File: src/rtl/time_of_day_counter.sv
// time_of_day_counter
// Divides the i_tick pulse down to seconds and keeps binary hh:mm:ss wall-clock
// time with a midnight wrap. Time is set through a valid/ready load port; bad
// fields are rejected with a one-cycle o_load_err pulse. o_sec_pulse and
// o_day_pulse are registered strobes aligned with the time update.
// Optional feature macro: TIME_OF_DAY_ALARM_EN adds a sticky hh:mm alarm.
module time_of_day_counter #(
  parameter int TICKS_PER_SEC = 1000,
  parameter int SUB_W         = 16
) (
  input  logic       i_clk,
  input  logic       i_rstn,
  input  logic       i_tick,
  input  logic       i_run,
  input  logic       i_load_valid,
  output logic       o_load_ready,
  input  logic [4:0] i_load_hh,
  input  logic [5:0] i_load_mm,
  input  logic [5:0] i_load_ss,
  output logic       o_load_err,
  output logic [4:0] o_hh,
  output logic [5:0] o_mm,
  output logic [5:0] o_ss,
  output logic       o_sec_pulse,
  output logic       o_day_pulse
`ifdef TIME_OF_DAY_ALARM_EN
  ,
  input  logic       i_alarm_arm,
  input  logic [4:0] i_alarm_hh,
  input  logic [5:0] i_alarm_mm,
  output logic       o_alarm
`endif
);

  localparam logic [SUB_W-1:0] SUB_MAX = SUB_W'(TICKS_PER_SEC - 1);
  localparam logic [SUB_W-1:0] SUB_ONE = SUB_W'(1);

  typedef enum logic [1:0] {
    ST_STOP = 2'd0,
    ST_RUN  = 2'd1,
    ST_LOAD = 2'd2
  } state_t;

  state_t           state_r, state_s;
  logic [SUB_W-1:0] sub_r;
  logic [4:0]       hh_r, hh_adv_s;
  logic [5:0]       mm_r, mm_adv_s;
  logic [5:0]       ss_r, ss_adv_s;
  logic             ready_r, err_r, sec_pulse_r, day_pulse_r;
  logic             accept_s, fields_ok_s, load_s, load_err_s;
  logic             count_s, sec_adv_s, day_wrap_s;

  // A load is only taken while ready; out-of-range fields turn it into an error.
  assign accept_s    = i_load_valid & ready_r;
  assign fields_ok_s = (i_load_hh <= 5'd23) & (i_load_mm <= 6'd59) & (i_load_ss <= 6'd59);
  assign load_s      = accept_s & fields_ok_s;
  assign load_err_s  = accept_s & ~fields_ok_s;
  // A valid load on the same edge as a tick discards the tick.
  assign count_s     = (state_r == ST_RUN) & i_tick & ~load_s;
  assign sec_adv_s   = count_s & (sub_r == SUB_MAX);

  // Next-state logic for the STOP/RUN/LOAD controller.
  always_comb begin
    state_s = state_r;
    case (state_r)
      ST_STOP: begin
        if (load_s)     state_s = ST_LOAD;
        else if (i_run) state_s = ST_RUN;
        else            state_s = ST_STOP;
      end
      ST_RUN: begin
        if (load_s)      state_s = ST_LOAD;
        else if (!i_run) state_s = ST_STOP;
        else             state_s = ST_RUN;
      end
      ST_LOAD: begin
        if (i_run) state_s = ST_RUN;
        else       state_s = ST_STOP;
      end
      default: state_s = ST_STOP;
    endcase
  end

  // Time value one second ahead of the current registers, with carries.
  always_comb begin
    ss_adv_s   = ss_r;
    mm_adv_s   = mm_r;
    hh_adv_s   = hh_r;
    day_wrap_s = 1'b0;
    if (ss_r >= 6'd59) begin
      ss_adv_s = 6'd0;
      if (mm_r >= 6'd59) begin
        mm_adv_s = 6'd0;
        if (hh_r >= 5'd23) begin
          hh_adv_s   = 5'd0;
          day_wrap_s = 1'b1;
        end else begin
          hh_adv_s = hh_r + 5'd1;
        end
      end else begin
        mm_adv_s = mm_r + 6'd1;
      end
    end else begin
      ss_adv_s = ss_r + 6'd1;
    end
  end

  // Controller state register.
  always_ff @(posedge i_clk or negedge i_rstn) begin
    if (!i_rstn) state_r <= ST_STOP;
    else         state_r <= state_s;
  end

  // Sub-second counter: cleared by a load, held while not running.
  always_ff @(posedge i_clk or negedge i_rstn) begin
    if (!i_rstn)       sub_r <= '0;
    else if (load_s)   sub_r <= '0;
    else if (count_s)  sub_r <= sec_adv_s ? '0 : (sub_r + SUB_ONE);
    else               sub_r <= sub_r;
  end

  // Time-of-day registers: a load takes priority over a seconds advance.
  always_ff @(posedge i_clk or negedge i_rstn) begin
    if (!i_rstn) begin
      hh_r <= 5'd0;
      mm_r <= 6'd0;
      ss_r <= 6'd0;
    end else if (load_s) begin
      hh_r <= i_load_hh;
      mm_r <= i_load_mm;
      ss_r <= i_load_ss;
    end else if (sec_adv_s) begin
      hh_r <= hh_adv_s;
      mm_r <= mm_adv_s;
      ss_r <= ss_adv_s;
    end
  end

  // Registered handshake and strobe outputs.
  always_ff @(posedge i_clk or negedge i_rstn) begin
    if (!i_rstn) begin
      ready_r     <= 1'b0;
      err_r       <= 1'b0;
      sec_pulse_r <= 1'b0;
      day_pulse_r <= 1'b0;
    end else begin
      ready_r     <= (state_s != ST_LOAD);
      err_r       <= load_err_s;
      sec_pulse_r <= sec_adv_s;
      day_pulse_r <= sec_adv_s & day_wrap_s;
    end
  end

`ifdef TIME_OF_DAY_ALARM_EN
  logic alarm_r, alarm_hit_s;

  // Only a seconds advance onto hh:mm:00 can fire the alarm, never a load.
  assign alarm_hit_s = sec_adv_s & i_alarm_arm & (hh_adv_s == i_alarm_hh) &
                       (mm_adv_s == i_alarm_mm) & (ss_adv_s == 6'd0);

  // Sticky alarm flag, cleared by disarming.
  always_ff @(posedge i_clk or negedge i_rstn) begin
    if (!i_rstn)          alarm_r <= 1'b0;
    else if (alarm_hit_s) alarm_r <= 1'b1;
    else if (!i_alarm_arm) alarm_r <= 1'b0;
  end

  assign o_alarm = alarm_r;
`endif

  assign o_load_ready = ready_r;
  assign o_load_err   = err_r;
  assign o_hh         = hh_r;
  assign o_mm         = mm_r;
  assign o_ss         = ss_r;
  assign o_sec_pulse  = sec_pulse_r;
  assign o_day_pulse  = day_pulse_r;

endmodule

File: config.mk
export PLATFORM = sky130hd
export DESIGN_NAME = time_of_day_counter
export DESIGN_NICKNAME = d
export VERILOG_FILES = /design/src/rtl/time_of_day_counter.sv
export SDC_FILE = /design/constraint.sdc
export NUM_CORES = 1
export LEC_CHECK = 0
export CAP_MARGIN = 20
export CORE_UTILIZATION = 51
export DETAILED_ROUTE_END_ITERATION = 6
export HOLD_SLACK_MARGIN = 0.1
export PLACE_DENSITY = 0.77
export SYNTH_ARGS = -nofsm -noshare
export SYNTH_HDL_FRONTEND = slang
export SYNTH_SLANG_ARGS = --single-unit
File: constraint.sdc
create_clock -name i_clk -period 2.8 [get_ports i_clk]
set_input_delay 0.7 -clock i_clk [delete_from_list [all_inputs] [get_ports i_clk]]
set_output_delay 0.7 -clock i_clk [all_outputs]
set_load 0.01 [all_outputs]
==> results.py <==
metrics = {
    "status": {
        "status": "completed",
    },
    "yosys": {
        "synth-seq-cells": 39,
        "synth_enable_flop_cells": 0,
        "synth_cells": 233,
        "yosys_most_used_dff": "sky130_fd_sc_hd__dfrtp_1",
        "synthesized_area_um2": 2140,
        "avgSynthCellArea_um2": 9.19,
        "ys.warnings.count": 0,
        "syn_nets": 259,
        "yosysUniqueCellTypes": 44,
        "synth-async-reset-ratio_pct": 100,
        "yosysSeqAreaShare_pct": 45.6,
    },
    "power_and_ir_drop": {
        "seqPwrFrac_pct": 48.0,
        "power.leakage_uw": 0.00112,
        "p_int_uw": 1010,
        "ir_drop_mv": 0.366,
        "clkPwrFrac_pct": 24.9,
        "netSwitchingFraction_pct": 31.8,
        "netSwitchingPower_uw": 471,
        "combinationalPowerShare_pct": 27.1,
        "power_per_cell_area_nw_per_um2": 542,
    },
    "clock_network": {
        "htree_num_levels": 2,
        "numCtsBuffers": 5,
        "clk_root_buffer_cell": "sky130_fd_sc_hd__clkbuf_8",
        "clock_net_sink_count": 39,
        "cts_tree": "done",
        "cts_buffer_depth": 2,
        "cts_resized": 0,
        "clk_latency_ns": 0.29,
        "path_clk_slew_ns": 0.07,
        "postCtsHoldBufs": 0,
        "post-cts-setup-buffers": 0,
    },
    "critical_path": {
        "timing.critical_path.fanout_max": 10,
        "timing.rr.start": "sub_r[3]",
        "worstPathArrival_ns": 2.62,
        "cp-startpoint": "sub_r[3]",
        "regToRegSetupSlack_ns": 0.34,
        "worstPathRequired_ns": 2.97,
        "worstSetupEndpointType": "register",
        "r2r-end": "sub_r[8]",
        "worstSetupEndpoint": "sub_r[8]",
        "setup.worst_path.class": "register to register",
        "worst_r2r_path_depth": 5,
        "cp-start-kind": "register",
    },
    "drt": {
        "antenna_violating_nets_post_route": 0,
        "detail_route.first_pass.iterations": 4,
        "first_iter_violations": 157,
        "detailroute.wirelength.met2_um": 2360,
        "met3_length_um": 235,
        "wirelength_met1_um": 2520,
        "detail_route.wl_per_cell_um": 15.6,
        "finalWirelength_um": 5180,
        "vias_post_dr": 1945,
        "ratio_of_routed_vias_to_standard_cells": 5.86,
        "post-route-drc-count": 0,
        "highest-signal-layer": "met4",
    },
    "final_layout": {
        "most-common-layout-cells": "41 x sky130_fd_sc_hd__clkdlybuf4s50_1, 39 x sky130_fd_sc_hd__nor2_1, 39 x sky130_fd_sc_hd__dfrtp_1, 16 x sky130_fd_sc_hd__nand2_1, 15 x sky130_fd_sc_hd__nand3_1",
        "multi_input_area_um2": 1110,
        "leading_cell_type_in_the_layout_fill_and_taps_excluded": "sky130_fd_sc_hd__clkdlybuf4s50_1",
        "signed_area_change_from_the_synthesized_netlist_to_the_final_layout_pct": 27.3,
        "n_fill_cell": 361,
        "seqCellArea_um2": 976,
        "share_of_final_layout_standard_cells_stronger_than_drive_strength_1_pct": 6.03,
        "final_net_count": 307,
        "number_of_inserted_diodes": 0,
    },
    "placed_design": {
        "preCtsSetupSlack_ns": 0.285,
        "port-buffer-count": 42,
        "dpl.hpwl_um": 3680,
        "gp_weighted_congestion": 0.912,
    },
    "global_route": {
        "pin_count_of_the_biggest_net_entering_global_routing": 40,
        "grt_overflow": 0,
        "grt.total_usage_pct": 25.6,
        "first_pass_grt_wire_length_um": 8460,
        "first_global_vias": 1817,
        "number_of_antenna_violations_at_the_first_check_in_global_routing": 0,
    },
    "timing": {
        "final.min_clock_period_ns": 2.46,
        "max_slew_margin_pct": 42.9,
        "layout_worst_path_cycle_share_pct": 87.7,
        "report.final.setup_viol": 0,
        "highest_achievable_clock_rate_ghz": 0.407,
        "setup_slack_ns": 0.344,
        "actual_slew_at_the_worst_max_slew_pin_ns": 0.856,
        "final-hold-violation-count": 0,
        "worst_clock_skew_ns": 0.00729,
        "finalMaxSlewViolations": 0,
        "fin_tns_setup_ns": 0,
        "setup_repair_after_global_routing_missed_its_margin": "no",
    },
    "floorplan": {
        "die_w_um": 66.8,
        "overall_die_area_um2": 4460,
        "die_y_um": 66.8,
        "floorplan.initialDensity_pct": 53.2,
        "core_region_area_um2": 4030,
        "design.portCount": 43,
        "num_rows": 23,
    },
    "min_path": {
        "min_path_type": "register to register",
    },
    "job": {
        "maxCapViolations": 0,
    },
}
[power by group through the flow]
stage / sequential [µW] / clock, µW / combinational, µW
after floorplan: 724 / 0 / 184
after global placement: 719 / 0 / 394
after detailed placement: 719 / 0 / 401
after CTS: 708 / 373 / 402
after global routing: 722 / 401 / 443
final: 710 / 368 / 401
[worst min-delay path by stage]
stage | startpoint | endpoint | slack, ns | cells past startpoint
detailed placement | state_r[1] | state_r[1] | 0.49 | 1
CTS | state_r[1] | state_r[1] | 0.50 | 1
finish | state_r[1] | state_r[1] | 0.50 | 1
global placement | state_r[1] | state_r[1] | 0.48 | 1
floorplan | i_rstn | o_day_pulse | 0.40 | 0
global route | state_r[1] | state_r[1] | 0.53 | 1
[area by class of cell]
class / instances / area share [%]
repair buffers: 49 / 17.6
clock buffers: 7 / 2.80
clock inverters: 1 / 0.184
flip-flops and latches: 39 / 35.8
well taps: 50 / 2.29
inverters: 3 / 0.413
multi-input cells: 183 / 40.9
[synthesized netlist by cell type (5+ instances only)]
library cell               instances  area (µm²)
sky130_fd_sc_hd__nor2_1           39         146
sky130_fd_sc_hd__a21oi_1           9        45.0
sky130_fd_sc_hd__nor3_1            5        25.0
sky130_fd_sc_hd__xor2_1            7        61.3
sky130_fd_sc_hd__o31ai_1           7        52.6
sky130_fd_sc_hd__nand2_1          16        60.1
sky130_fd_sc_hd__xnor2_1           6        52.6
sky130_fd_sc_hd__a31oi_1           9        56.3
sky130_fd_sc_hd__clkbuf_1          5        18.8
sky130_fd_sc_hd__o21ai_1           9        45.0
sky130_fd_sc_hd__dfrtp_1          39         976
sky130_fd_sc_hd__nand3_1          15        75.1
sky130_fd_sc_hd__and3_1            6        37.5
[logic make-up after synthesis]
logic type	synth area share, %
buf+inv	2.69
mux	1.46
fa+ha+maj	2.34
compound gates	17.8
flops	45.6
xor+xnor	5.32
simple gates	24.8
[state kept, by name (all words and copies together), names as in the netlist]
name          count
o_load_err        1
sub_r            16
o_sec_pulse       1
o_ss              6
o_hh              5
o_mm              6
o_load_ready      1
o_day_pulse       1
state_r           2
[metrics by stage]
| step | util [%] | instances | hold WS (ns) | total power [µW] | area, µm² |
|---|---|---|---|---|---|
| 3_5_place_dp | 65.7 | 324 | 0.491 | 1120 | 2650 |
| 4_1_cts | 67.7 | 332 | 0.500 | 1480 | 2730 |
| 3_3_place_gp | 65.7 | 324 | 0.483 | 1110 | 2650 |
| 2_1_floorplan | - | 233 | 0.404 | 908 | 2140 |
| 5_1_grt | 67.7 | 332 | 0.533 | 1570 | 2730 |
| 6_report | 67.7 | 332 | 0.499 | 1480 | 2730 |
[layer usage]
layer	global-route usage [%]	up-vias
met5	0	-
met1	35.2	922
met4	8.51	0
met3	5.99	8
li1	-	957
met2	39.5	58
[critical path, cell delays in order (launching register included)]
cell,delay (ns)
sky130_fd_sc_hd__dfrtp_1,0.43
sky130_fd_sc_hd__or4_1,0.54
sky130_fd_sc_hd__or3_1,0.46
sky130_fd_sc_hd__or2_0,0.44
sky130_fd_sc_hd__nand2_1,0.37
sky130_fd_sc_hd__nor2_1,0.10
(Power assumes the default switching activity.)
==> edit, RTL diff (config.mk and constraints unchanged) <==
Change the parameter `SUB_W` from 16 to 18.
--- a/src/rtl/time_of_day_counter.sv
+++ b/src/rtl/time_of_day_counter.sv
@@ -6,7 +6,7 @@
 // Optional feature macro: TIME_OF_DAY_ALARM_EN adds a sticky hh:mm alarm.
 module time_of_day_counter #(
   parameter int TICKS_PER_SEC = 1000,
-  parameter int SUB_W         = 16
+  parameter int SUB_W         = 18
 ) (
   input  logic       i_clk,
   input  logic       i_rstn,
Check against the original RTL: no difference found for any inputs over 10 cycles, from zero or initial values and one cycle with i_rstn low; that may be too few to reach the edited logic, so the function may still have changed.
==> edit against the original RTL <==
Core utilization up 1.8 points; sequential power up 3%; synthesized cell count up 3.4%; via count up 3.3%; sequential cell count up 2; cell area up 3.4%; clock power up 15%; maximum frequency down 8.0%; wire length up 0.41%; area after synthesis up 2.7%; total power up 6.5%; worst setup slack worse by 210 ps; largest cell class unchanged; highest routed layer unchanged.
==> edit: results (changes against the original RTL) <==
Critical path
  – Reg2Reg Depth: 6 (was 5)
  – FF-to-FF setup slack: 130 ps (was 340 ps)
  – CP max stage cell: or4_4 (was or4_1)
  – Worst Path Max Fanout: 7 (was 10)
  – Critical R2R Capture: o_mm[0] (was sub_r[8])
  – CP peak stage delay: 580 ps (was 540 ps)
  – Reg2reg start: sub_r[15] (was sub_r[3])
  – Worst path arrival time: 2890 ps (was 2620 ps)

Global route
  – Initial antenna violation count: 0 (unchanged)
  – GR Util All Layers: 24.10% (was 25.63%)
  – First-pass GRT wire length: 8176 um (was 8459 um)
  – Largest net degree at the start of global routing: 42 (was 40)
  – Vias in the first global route: 1765 (was 1817)

Timing
  – Tightest Pin Transition: 918.4 ps (was 855.8 ps)
  – Worst Clk Skew: 12.12 ps (was 7.287 ps)
  – Worst hold slack: 491.1 ps (was 499.3 ps)

Route
  – Vias/cell: 5.891 (was 5.858)
  – Total Wirelength: 5198 um (was 5177 um)
  – DRT iter0 DRCs: 151 (was 157)

Yosys
  – Syn avg cell area: 9.127 sq um (was 9.193 sq um)
  – Sequential area share after synthesis: 46.64% (was 45.56%)
  – Synth area leaders: dfrtp_1 (47%), nor2_1 (6.7%), a31oi_1 (5.1%) (was dfrtp_1 (46%), nor2_1 (6.8%), nand3_1 (3.5%))
  – Post-synth cell types: 40 (was 44)
  – Post-synth top cells: dfrtp_1 (41), nor2_1 (39), nand2_1 (20), a31oi_1 (18), nand3_1 (15) (was dfrtp_1 (39), nor2_1 (39), nand2_1 (16), nand3_1 (15))
  – Syn_nets: 267 (was 259)

Layout
  – Fill cells: 320 (was 361)
  – Ratio of cells with drive above 1 in the final layout: 8.591% (was 6.028%)
  – Post-route cell area: 2819 sq um (was 2726 sq um)
  – Fin cells: 341 (was 332)
  – Post-layout nets: 316 (was 307)
  – Max reg flops: 18 (was 16)

Clock tree
  – Post-CTS Setup Inserts: 0 (unchanged)
  – CTS Buf Count: 5 (unchanged)
  – Clk slew on worst S/H paths: 80 ps
  – Root Buffer: clkbuf_8 (unchanged)
  – Clock Latency Late Sink: roughly 300 ps
  – H-Tree Depth: 2 (unchanged)

Worst hold path
  – WHS Path Cells: 1 (unchanged)
  – Hold Crit Endpoint: state_r[1] (unchanged)

Power
  – Max VDD drop: 0.3444 mV (was 0.3665 mV)
  – Switching pwr: 504.4 uW (was 470.5 uW)
  – Leak: 0.001174 uW (was 0.001121 uW)

Placement
  – Final Wtd Congestion: 0.8299 (was 0.9124)
  – Post-placement cell area: 2723 sq um (was 2645 sq um)
  – Detailed placement HPWL: 3510 um (was 3680 um)
  – # placed instances: 333 (was 324)
  – Place WS: 131.5 ps (was 285.4 ps)

Outcome
  – Status: finished clean (unchanged)
[edit: layout make-up]
class | count | area share [%]
clock inverters | 2 | 0.4882
well taps | 50 | 2.219
clock buffers | 6 | 2.929
flip-flops and latches | 41 | 36.40
inverters | 2 | 0.2663
multi-input cells | 189 | 40.12
repair buffers | 51 | 17.58
[edit: power groups by stage]
stage | registers [uW] | logic [uW] | clock network (uW)
2_1_floorplan | 746 | 200 | 0
3_3_place_gp | 738 | 419 | 0
3_5_place_dp | 737 | 421 | 0
4_1_cts | 729 | 424 | 425
5_1_grt | 740 | 466 | 441
6_report | 730 | 422 | 422
[edit: worst max-delay path by stage]
stage / startpoint / end / slack [ps] / cells past startpoint
6_report: sub_r[15] / o_mm[0] / 130 / 6
4_1_cts: sub_r[15] / o_mm[0] / 130 / 6
2_1_floorplan: sub_r[15] / o_mm[5] / 230 / 5
3_5_place_dp: i_tick / o_mm[0] / 130 / 7
3_3_place_gp: i_tick / o_mm[5] / 160 / 6
5_1_grt: sub_r[15] / o_ss[0] / 30 / 6
[edit: layer usage]
layer / vias to the layer above / wire, um / global-route usage, %
met5: - / 0 / 0
met4: 0 / 53 / 6.383
met3: 5 / 264 / 4.561
met2: 57 / 2347 / 36.63
met1: 965 / 2533 / 34.83
li1: 982 / - / -
[edit: logic make-up (layout without fill, tap and decap cells)]
group | Yosys count | after routing | share of synthesized area (%)
compound gates | 51 | 51 | 15.25
xor+xnor | 15 | 15 | 5.972
fa+ha+maj | 4 | 4 | 2.275
buf+inv | 11 | 61 | 1.934
flops | 41 | 41 | 46.64
simple gates | 119 | 119 | 27.93
[edit: critical path: cells and delay by family (launching register included)]
kind                   cells  cell delay, ps
and+or+nand+nor            4            1850
buffers and inverters      1             170
AOI/OAI and AO/OA          1             160
DFF                        1             420
